`src/rtl/i2c_cmd_arbiter.sv`:
```
// i2c_cmd_arbiter: two-requester round-robin front end for a byte-level I2C
// master. It accepts one transaction at a time, hands it to the master,
// supervises it with a watchdog and returns the result to the owner.
// All outputs are registered; clearing rst (active-low) aborts everything.
module i2c_cmd_arbiter #(
   parameter int unsigned TIMEOUT = 20000
) (
   input  logic        clk,
   input  logic        rst,
   input  logic [1:0]  req_valid,
   input  logic [13:0] req_addr,
   input  logic [1:0]  req_op,
   input  logic [15:0] req_wdata,
   output logic [1:0]  req_ready,
   output logic [1:0]  rsp_valid,
   output logic [7:0]  rsp_rdata,
   output logic        rsp_err,
   output logic        rsp_timeout,
   output logic        active,
   output logic        m_newd,
   output logic [6:0]  m_addr,
   output logic        m_op,
   output logic [7:0]  m_din,
   output logic        m_rst,
   input  logic [7:0]  m_dout,
   input  logic        m_busy,
   input  logic        m_ack_err,
   input  logic        m_done
);

   // One spare bit so the counter never wraps before the compare fires.
   localparam int unsigned   WDW     = (TIMEOUT > 1) ? $clog2(TIMEOUT) + 1 : 1;
   localparam logic [WDW-1:0] WD_LAST = WDW'(TIMEOUT - 1);

   typedef enum logic [2:0] {
      IDLE,
      ISSUE,
      WAIT_BUSY,
      WAIT_DONE,
      RESP
   } state_t;

   state_t         state_q, state_d;
   logic           gnt_q, gnt_d;
   logic           last_grant_q, last_grant_d;
   logic [6:0]     addr_lat_q, addr_lat_d;
   logic           op_lat_q, op_lat_d;
   logic [7:0]     wdata_lat_q, wdata_lat_d;
   logic [WDW-1:0] wdog_q, wdog_d;
   logic           wd_expired;

   logic           win;
   logic [6:0]     pick_addr;
   logic           pick_op;
   logic [7:0]     pick_wdata;

   logic [1:0]     req_ready_d;
   logic [1:0]     rsp_valid_d;
   logic [7:0]     rsp_rdata_d;
   logic           rsp_err_d;
   logic           rsp_timeout_d;
   logic           active_d;
   logic           m_newd_d;
   logic [6:0]     m_addr_d;
   logic           m_op_d;
   logic [7:0]     m_din_d;
   logic           m_rst_d;

   assign wd_expired = (wdog_q >= WD_LAST);

   // State register plus transaction latches and watchdog counter.
   always_ff @(posedge clk or negedge rst) begin
      if (!rst) begin
         state_q      <= IDLE;
         gnt_q        <= 1'b0;
         last_grant_q <= 1'b1;
         addr_lat_q   <= '0;
         op_lat_q     <= 1'b0;
         wdata_lat_q  <= '0;
         wdog_q       <= '0;
      end else begin
         state_q      <= state_d;
         gnt_q        <= gnt_d;
         last_grant_q <= last_grant_d;
         addr_lat_q   <= addr_lat_d;
         op_lat_q     <= op_lat_d;
         wdata_lat_q  <= wdata_lat_d;
         wdog_q       <= wdog_d;
      end
   end

   // Output registers: every port is driven from a flop.
   always_ff @(posedge clk or negedge rst) begin
      if (!rst) begin
         req_ready   <= '0;
         rsp_valid   <= '0;
         rsp_rdata   <= '0;
         rsp_err     <= 1'b0;
         rsp_timeout <= 1'b0;
         active      <= 1'b0;
         m_newd      <= 1'b0;
         m_addr      <= '0;
         m_op        <= 1'b0;
         m_din       <= '0;
         m_rst       <= 1'b0;
      end else begin
         req_ready   <= req_ready_d;
         rsp_valid   <= rsp_valid_d;
         rsp_rdata   <= rsp_rdata_d;
         rsp_err     <= rsp_err_d;
         rsp_timeout <= rsp_timeout_d;
         active      <= active_d;
         m_newd      <= m_newd_d;
         m_addr      <= m_addr_d;
         m_op        <= m_op_d;
         m_din       <= m_din_d;
         m_rst       <= m_rst_d;
      end
   end

   // Next-state and next-output logic; outputs lag the state by one cycle.
   always_comb begin
      state_d       = state_q;
      gnt_d         = gnt_q;
      last_grant_d  = last_grant_q;
      addr_lat_d    = addr_lat_q;
      op_lat_d      = op_lat_q;
      wdata_lat_d   = wdata_lat_q;
      wdog_d        = wdog_q;

      req_ready_d   = '0;
      rsp_valid_d   = '0;
      rsp_rdata_d   = rsp_rdata;
      rsp_err_d     = rsp_err;
      rsp_timeout_d = rsp_timeout;
      m_newd_d      = 1'b0;
      m_addr_d      = m_addr;
      m_op_d        = m_op;
      m_din_d       = m_din;
      m_rst_d       = 1'b0;

      // Round-robin: on contention the requester not served last wins.
      win        = (req_valid == 2'b11) ? ~last_grant_q : req_valid[1];
      pick_addr  = win ? req_addr[13:7]  : req_addr[6:0];
      pick_op    = req_op[win];
      pick_wdata = win ? req_wdata[15:8] : req_wdata[7:0];

      case (state_q)
         IDLE: begin
            if (|req_valid) begin
               gnt_d       = win;
               addr_lat_d  = pick_addr;
               op_lat_d    = pick_op;
               wdata_lat_d = pick_wdata;
               state_d     = ISSUE;
            end
         end
         ISSUE: begin
            m_newd_d           = 1'b1;
            req_ready_d[gnt_q] = 1'b1;
            m_addr_d           = addr_lat_q;
            m_op_d             = op_lat_q;
            m_din_d            = wdata_lat_q;
            wdog_d             = '0;
            state_d            = WAIT_BUSY;
         end
         WAIT_BUSY: begin
            wdog_d = wdog_q + WDW'(1);
            if (m_busy) begin
               state_d = WAIT_DONE;
            end else if (wd_expired) begin
               rsp_rdata_d   = '0;
               rsp_err_d     = 1'b1;
               rsp_timeout_d = 1'b1;
               m_rst_d       = 1'b1;
               state_d       = RESP;
            end
         end
         WAIT_DONE: begin
            wdog_d = wdog_q + WDW'(1);
            // m_done is tested first so it wins a tie with the watchdog.
            if (m_done) begin
               rsp_rdata_d   = op_lat_q ? m_dout : 8'h00;
               rsp_err_d     = m_ack_err;
               rsp_timeout_d = 1'b0;
               state_d       = RESP;
            end else if (wd_expired) begin
               rsp_rdata_d   = '0;
               rsp_err_d     = 1'b1;
               rsp_timeout_d = 1'b1;
               m_rst_d       = 1'b1;
               state_d       = RESP;
            end
         end
         RESP: begin
            rsp_valid_d[gnt_q] = 1'b1;
            last_grant_d       = gnt_q;
            state_d            = IDLE;
         end
         default: begin
            state_d = IDLE;
         end
      endcase

      active_d = (state_d != IDLE);
   end

endmodule

```
`config.mk`:
```
export PLATFORM = sky130hd
export DESIGN_NAME = i2c_cmd_arbiter
export DESIGN_NICKNAME = d
export VERILOG_FILES = /design/src/rtl/i2c_cmd_arbiter.sv
export SDC_FILE = /design/constraint.sdc
export NUM_CORES = 1
export LEC_CHECK = 0
export ABC_AREA = 1
export BUFFER_PORTS_ARGS = -buffer_cell sky130_fd_sc_hd__buf_2
export CELL_PAD_IN_SITES_DETAIL_PLACEMENT = 1
export CELL_PAD_IN_SITES_GLOBAL_PLACEMENT = 2
export CORE_MARGIN = 2
export CORE_UTILIZATION = 30
export DETAILED_ROUTE_END_ITERATION = 8
export GPL_TIMING_DRIVEN = 0
export PLACE_DENSITY_LB_ADDON = 0.05
export SLEW_MARGIN = 0
export SYNTH_ARGS = -nofsm -noshare
export SYNTH_HDL_FRONTEND = slang
export SYNTH_SLANG_ARGS = --single-unit
```
`constraint.sdc`:
```
create_clock -name clk -period 1.6 [get_ports clk]
set_input_delay 0 -clock clk [delete_from_list [all_inputs] [get_ports clk]]
set_output_delay 0 -clock clk [all_outputs]
set_load 0.02 [all_outputs]
```
Word-level counts from Yosys, hierarchy flattened
Cells that the tools add are included.
{"block": "classes", "addsub": 1, "order_cmp": 4, "n_eq_ne": 6, "n_mux": 33, "n_bitwise": 1, "reduce_logical": 9}
{"cell": "$mux W8", "n": 5}
{"cell": "$pmux W16 S2", "n": 1}
{"cell": "$add A16 B1 Y16 const B", "n": 1}
{"cell": "$ge A16 B15 Y1 const B", "n": 1}
{"cell": "$pmux W8 S2", "n": 1}
{"cell": "$mux W1", "n": 14}
{"cell": "$mux W3", "n": 4}
{"cell": "$pmux W3 S4", "n": 1}
{"cell": "$mux W7", "n": 1}
{"cell": "$eq A3 B2 Y1 const B", "n": 2}
{"cell": "$pmux W1 S2", "n": 3}
{"cell": "$lt A1 B2 Y1 const B", "n": 2}
{"cell": "$mux W2", "n": 2}
{"cell": "$reduce_and A2 Y1", "n": 2}
{"cell": "$reduce_bool A2 Y1", "n": 2}
{"cell": "$reduce_or A2 Y1", "n": 2}
{"cell": "$eq A3 B1 Y1 const B", "n": 1}
{"cell": "$eq A3 B3 Y1 const B", "n": 1}
{"cell": "$logic_not A3 Y1", "n": 1}
{"cell": "$reduce_bool A3 Y1", "n": 1}
{"cell": "$eq A2 B2 Y1 const B", "n": 1}
{"cell": "$ne A2 B2 Y1 const B", "n": 1}
{"cell": "$demux W1 S1", "n": 1}
{"cell": "$ge A1 B1 Y1 const B", "n": 1}
{"cell": "other kinds (2)", "n": 2}
{"block": "totals", "ff_bits": 70, "out_inout_bits": 33, "wordCells": 72}

Depth between registers and ports, before layout
{"block": "logic_depth", "ltp_word": 5, "mapped_depth": 10}

Worst setup path before layout
Ideal clock, no wire load.
{"block": "synth_timing", "path_type": "reg2reg", "start": "register wdog_q[0]", "end": "register rsp_rdata[0]", "setup_ns": 0.084, "t_arrival_ns": 1.263, "slack_ns": 0.253, "path_stages_with_launch": 9, "n_path_buf": 0, "cell_sequence": "dfrtp_1 > ha_1 > nand4_1 > nand2_1 > nand2_1 > nand2_1 > nand2_2 > nand2_1 > a21boi_0"}
{"block": "synth_between", "elab_chain_cells": 4, "word_cells_on_any_way": 5, "classes_between": "order compare (1); mux (4)"}
{"element": "start, declared", "line_no": "49", "source": "logic [WDW-1:0] wdog_q, wdog_d;"}
{"element": "start signal, assigned", "line_no": "88", "source": "wdog_q <= wdog_d;"}
{"element": "$ge A16 B15 Y1 *", "line_no": "69", "source": "assign wd_expired = (wdog_q >= WD_LAST);"}
{"element": "$mux W8 *"}
{"element": "$mux W8 (on tied branches)"}
{"element": "$pmux W8 S2 *"}
{"element": "end signal, assigned", "line_no": "109", "source": "rsp_rdata <= rsp_rdata_d;"}
{"element": "end, declared", "line_no": "16", "source": "output logic [7:0] rsp_rdata,"}
Mark *: on every way between the ends. The rest lies on a longest branch, timed or not. The select of a mux whose other input is x is not followed.
A chain may end at the register's enable or synchronous reset.

Final worst setup path
{"block": "layout_timing", "start": "register last_grant_q", "end": "register op_lat_q"}
{"block": "layout_between", "elab_chain_cells": 4}
{"element": "start, declared", "line_no": "45", "source": "logic last_grant_q, last_grant_d;"}
{"element": "start signal, assigned", "line_no": "84", "source": "last_grant_q <= last_grant_d;"}
{"element": "$not A1 Y1", "line_no": "143", "source": "win = (req_valid == 2'b11) ? ~last_grant_q : req_valid[1];"}
{"element": "$mux W1", "line_no": "143"}
{"element": "$mux W1 (implied by the code) (2 in series)", "line_no": "145", "source": "pick_op = req_op[win];"}
{"element": "end signal, assigned", "line_no": "86", "source": "op_lat_q <= op_lat_d;"}
{"element": "end, declared", "line_no": "47", "source": "logic op_lat_q, op_lat_d;"}
Every way passes these cells. The select of a mux whose other input is x is not followed.

==> out/results.txt <==
H-tree levels: 3
Yosys reg bits: 70
drt total wl: 9310 um
die height: 107 um
DIE AREA: 11400 um^2
1st-pass router iterations: 4
DRC violations left: 0
CP max stage delay: 540 ps
dpl cells: 591
reg2reg path depth: 6
CTS tree: yes
gr usage total: 0.174
MaxCap Viol Count: 0
Worst Hold Class: in -> reg
fin crit period: 1480 ps
final slew viol count: 0
proportion of layout cells with a drive suffix above 1: 0.276
hold path depth: 5
drt wl/cell: 14.3 um
Worst Max-Slew Pin Slew: 467 ps
worst path cell trace: nand2_1 > nand2_2 > inv_1 > clkbuf_2 > o21ai_0 > o22ai_1
Worst EP required: 1840 ps
most instantiated library cell after synthesis: nand2_1
Final Cycle Share: 0.922
Cell Pwr Density: 1580 nW/um^2
Post-Place Setup Slack: -88.0 ps
syn avg cell area: 8.46 um^2
antenna fix cells: 0
most frequent cells after synthesis: nand2_1 (85), dfrtp_1 (69), o21ai_0 (40), inv_1 (39), nor2_1 (39)
drt via density: 4.55
post-DP HPWL: 6350 um
min-delay src: m_dout[2]
IO buf count: 79
number of global-route vias before repair: 3097
count of final setup violators: 0
Worst Skew: 12.0 ps
FF-to-FF Start: last_grant_q
Root Driver: clkbuf_8
register area share after synthesis: 0.553
Achievable Freq: 0.678 GHz
first-pass GRT wire length: 15100 um
Layout Cells excl Fill: 651
Worst-Skew Late Latency: 360 ps
Cell variety after synth: 30
largest area contributor in the netlist: dfrtp_1
final hold slack: 20.8 ps
outcome: finished clean
setup ws final: 125 ps
CTS clk-pin slew, worst paths: 70 ps
syn_nets: 423
clk buf depth: 2
DIE WIDTH: 107 um
DRT antenna net count: 0
Area Overhead vs Synth: 40.0%
Core Rows: 37
LEAKAGE: 2.20 nW
post-synthesis cell count: 375
antenna violations before repair: 0
Final #Nets: 558
final hold violation count: 0
post-synthesis async set-or-reset flop share: 1.00
Worst Path Arrival: 1710 ps
r2r endpoint: op_lat_q
Synth Warn #: 0
initial core utilization: 0.309
Post-synth EDFFs: 0
CP max FO: 10
routability cong.: 0.745
critical path launch point type: flop
Sink Count: 70
critical path's slowest cell: dfstp_2
largest net degree at the start of global routing: 40
Slew HR: 0.689
CP Capture Type: flop
Synth Flop Type: dfrtp_1
Yosys top cell area share: 0.544
synth top area cells: dfrtp_1 (54%), nand2_1 (10%), o21ai_0 (6.3%)
Peak supply drop: 0.488 mV
TritonCTS Buffers: 9
DR vias: 2963
critical path class: reg -> reg
Setup crit end: op_lat_q
CP Launch Point: last_grant_q
DRT iter0 DRCs: 59
num ports: 80
area of the core: 10300 um^2
synthesized area: 3170 um^2
total negative slack: 0 ps
R2R Setup Slk: 120 ps
total grt overflow: 0
## metrics by stage
stage | util | area [um^2] | power (mW)
floorplan | - | 3170 | 4.54
global placement | 0.364 | 3740 | 5.46
detailed placement | 0.366 | 3760 | 5.55
CTS | 0.425 | 4370 | 7.06
global route | 0.432 | 4440 | 7.61
finish | 0.432 | 4440 | 7.01
## area by class of cell
type / instances / area (um^2)
plain buffers: 12 / 73.8
repair buffers: 123 / 843
multi-input cells: 249 / 1240
inverters: 44 / 168
well taps: 136 / 170
fillers: 1269 / 5840
flip-flops and latches: 70 / 1760
repair inverters: 1 / 7.51
clock buffers: 12 / 135
clock inverters: 4 / 47.5
## layer usage
metal  vias to the layer above  part of all wire  track usage
met5                         -                 0            0
met4                         0             0.023       0.0788
met3                        16             0.036       0.0401
met2                        62              0.49        0.288
met1                      1405              0.45        0.217
li1                       1480                 -            -
## registers in the layout, indices dropped and copies added, names as in the netlist, 2 cells and up
register and cells:
wdog_q 16, m_din 8, rsp_rdata 8, wdata_lat_q 8, addr_lat_q 7, m_addr 7
state_q 3, req_ready 2, rsp_valid 2
## worst max-delay path, delay by kind of cell (launching register included)
kind	cells	cell delay, ps
and+or+nand+nor	2	190
AOI/OAI and AO/OA	2	270
DFF	1	540
buffers and inverters	2	350
## cells by family (layout without fill, tap and decap cells)
group / Yosys count / after routing / synth area share
buffers and inverters: 56 / 196 / 0.0734
AOI/OAI and AO/OA: 82 / 82 / 0.143
xor gates and xnor gates: 1 / 1 / 0.00276
adders and majority gates: 1 / 1 / 0.00394
and+or+nand+nor: 165 / 165 / 0.224
DFF: 70 / 70 / 0.553
## cells in the final DEF (no fill, tap or decap), types with 2 or more instances in the layout
cell | Yosys | layout
inv_1 | 39 | 39
nor2_2 | 1 | 4
nand2_4 | 1 | 2
a21oi_1 | 7 | 7
buf_4 | 1 | 4
nand3_2 | 1 | 2
or2_2 | 9 | 9
clkbuf_1 | 5 | 5
nor2_4 | 1 | 2
nand2_1 | 85 | 80
nand3_1 | 20 | 18
o22ai_1 | 16 | 16
nand4_1 | 3 | 3
dfrtp_2 | 0 | 3
o21ai_1 | 10 | 12
clkbuf_8 | 0 | 9
clkinvlp_4 | 0 | 2
nand2_2 | 1 | 5
inv_2 | 5 | 4
dlygate4sd3_1 | 0 | 41
dfrtp_1 | 69 | 66
buf_6 | 2 | 2
o21ai_0 | 40 | 38
buf_2 | 3 | 80
a21boi_0 | 7 | 7
nor3_1 | 3 | 3
clkinv_2 | 0 | 2
nor2_1 | 39 | 35
clkbuf_2 | 0 | 3
## power breakdown
group	switching, mW	internal [mW]
Combinational	1.84	1.06
Sequential	0.322	2.40
Clock	0.671	0.717
## worst min-delay path by stage
stage	endpoint	slack, ps
3_5_place_dp	wdog_q[6]	-30
2_1_floorplan	active	-300
5_1_grt	rsp_rdata[6]	20
6_report	rsp_rdata[2]	20
4_1_cts	m_rst	0.5
3_3_place_gp	addr_lat_q[5]	260
## repair_timing
item | 4_1_cts | 5_1_grt
setup buffers | 0 | 2
hold buffers | 41 | 0
cloned | 0 | 1
resized for setup | 5 | 22
setup endpoints to repair | 19 | 42
pin swaps | 0 | 1
endpoints found under the hold margin | 94 | 0
Note: power is estimated with default switching activity, not from simulation.
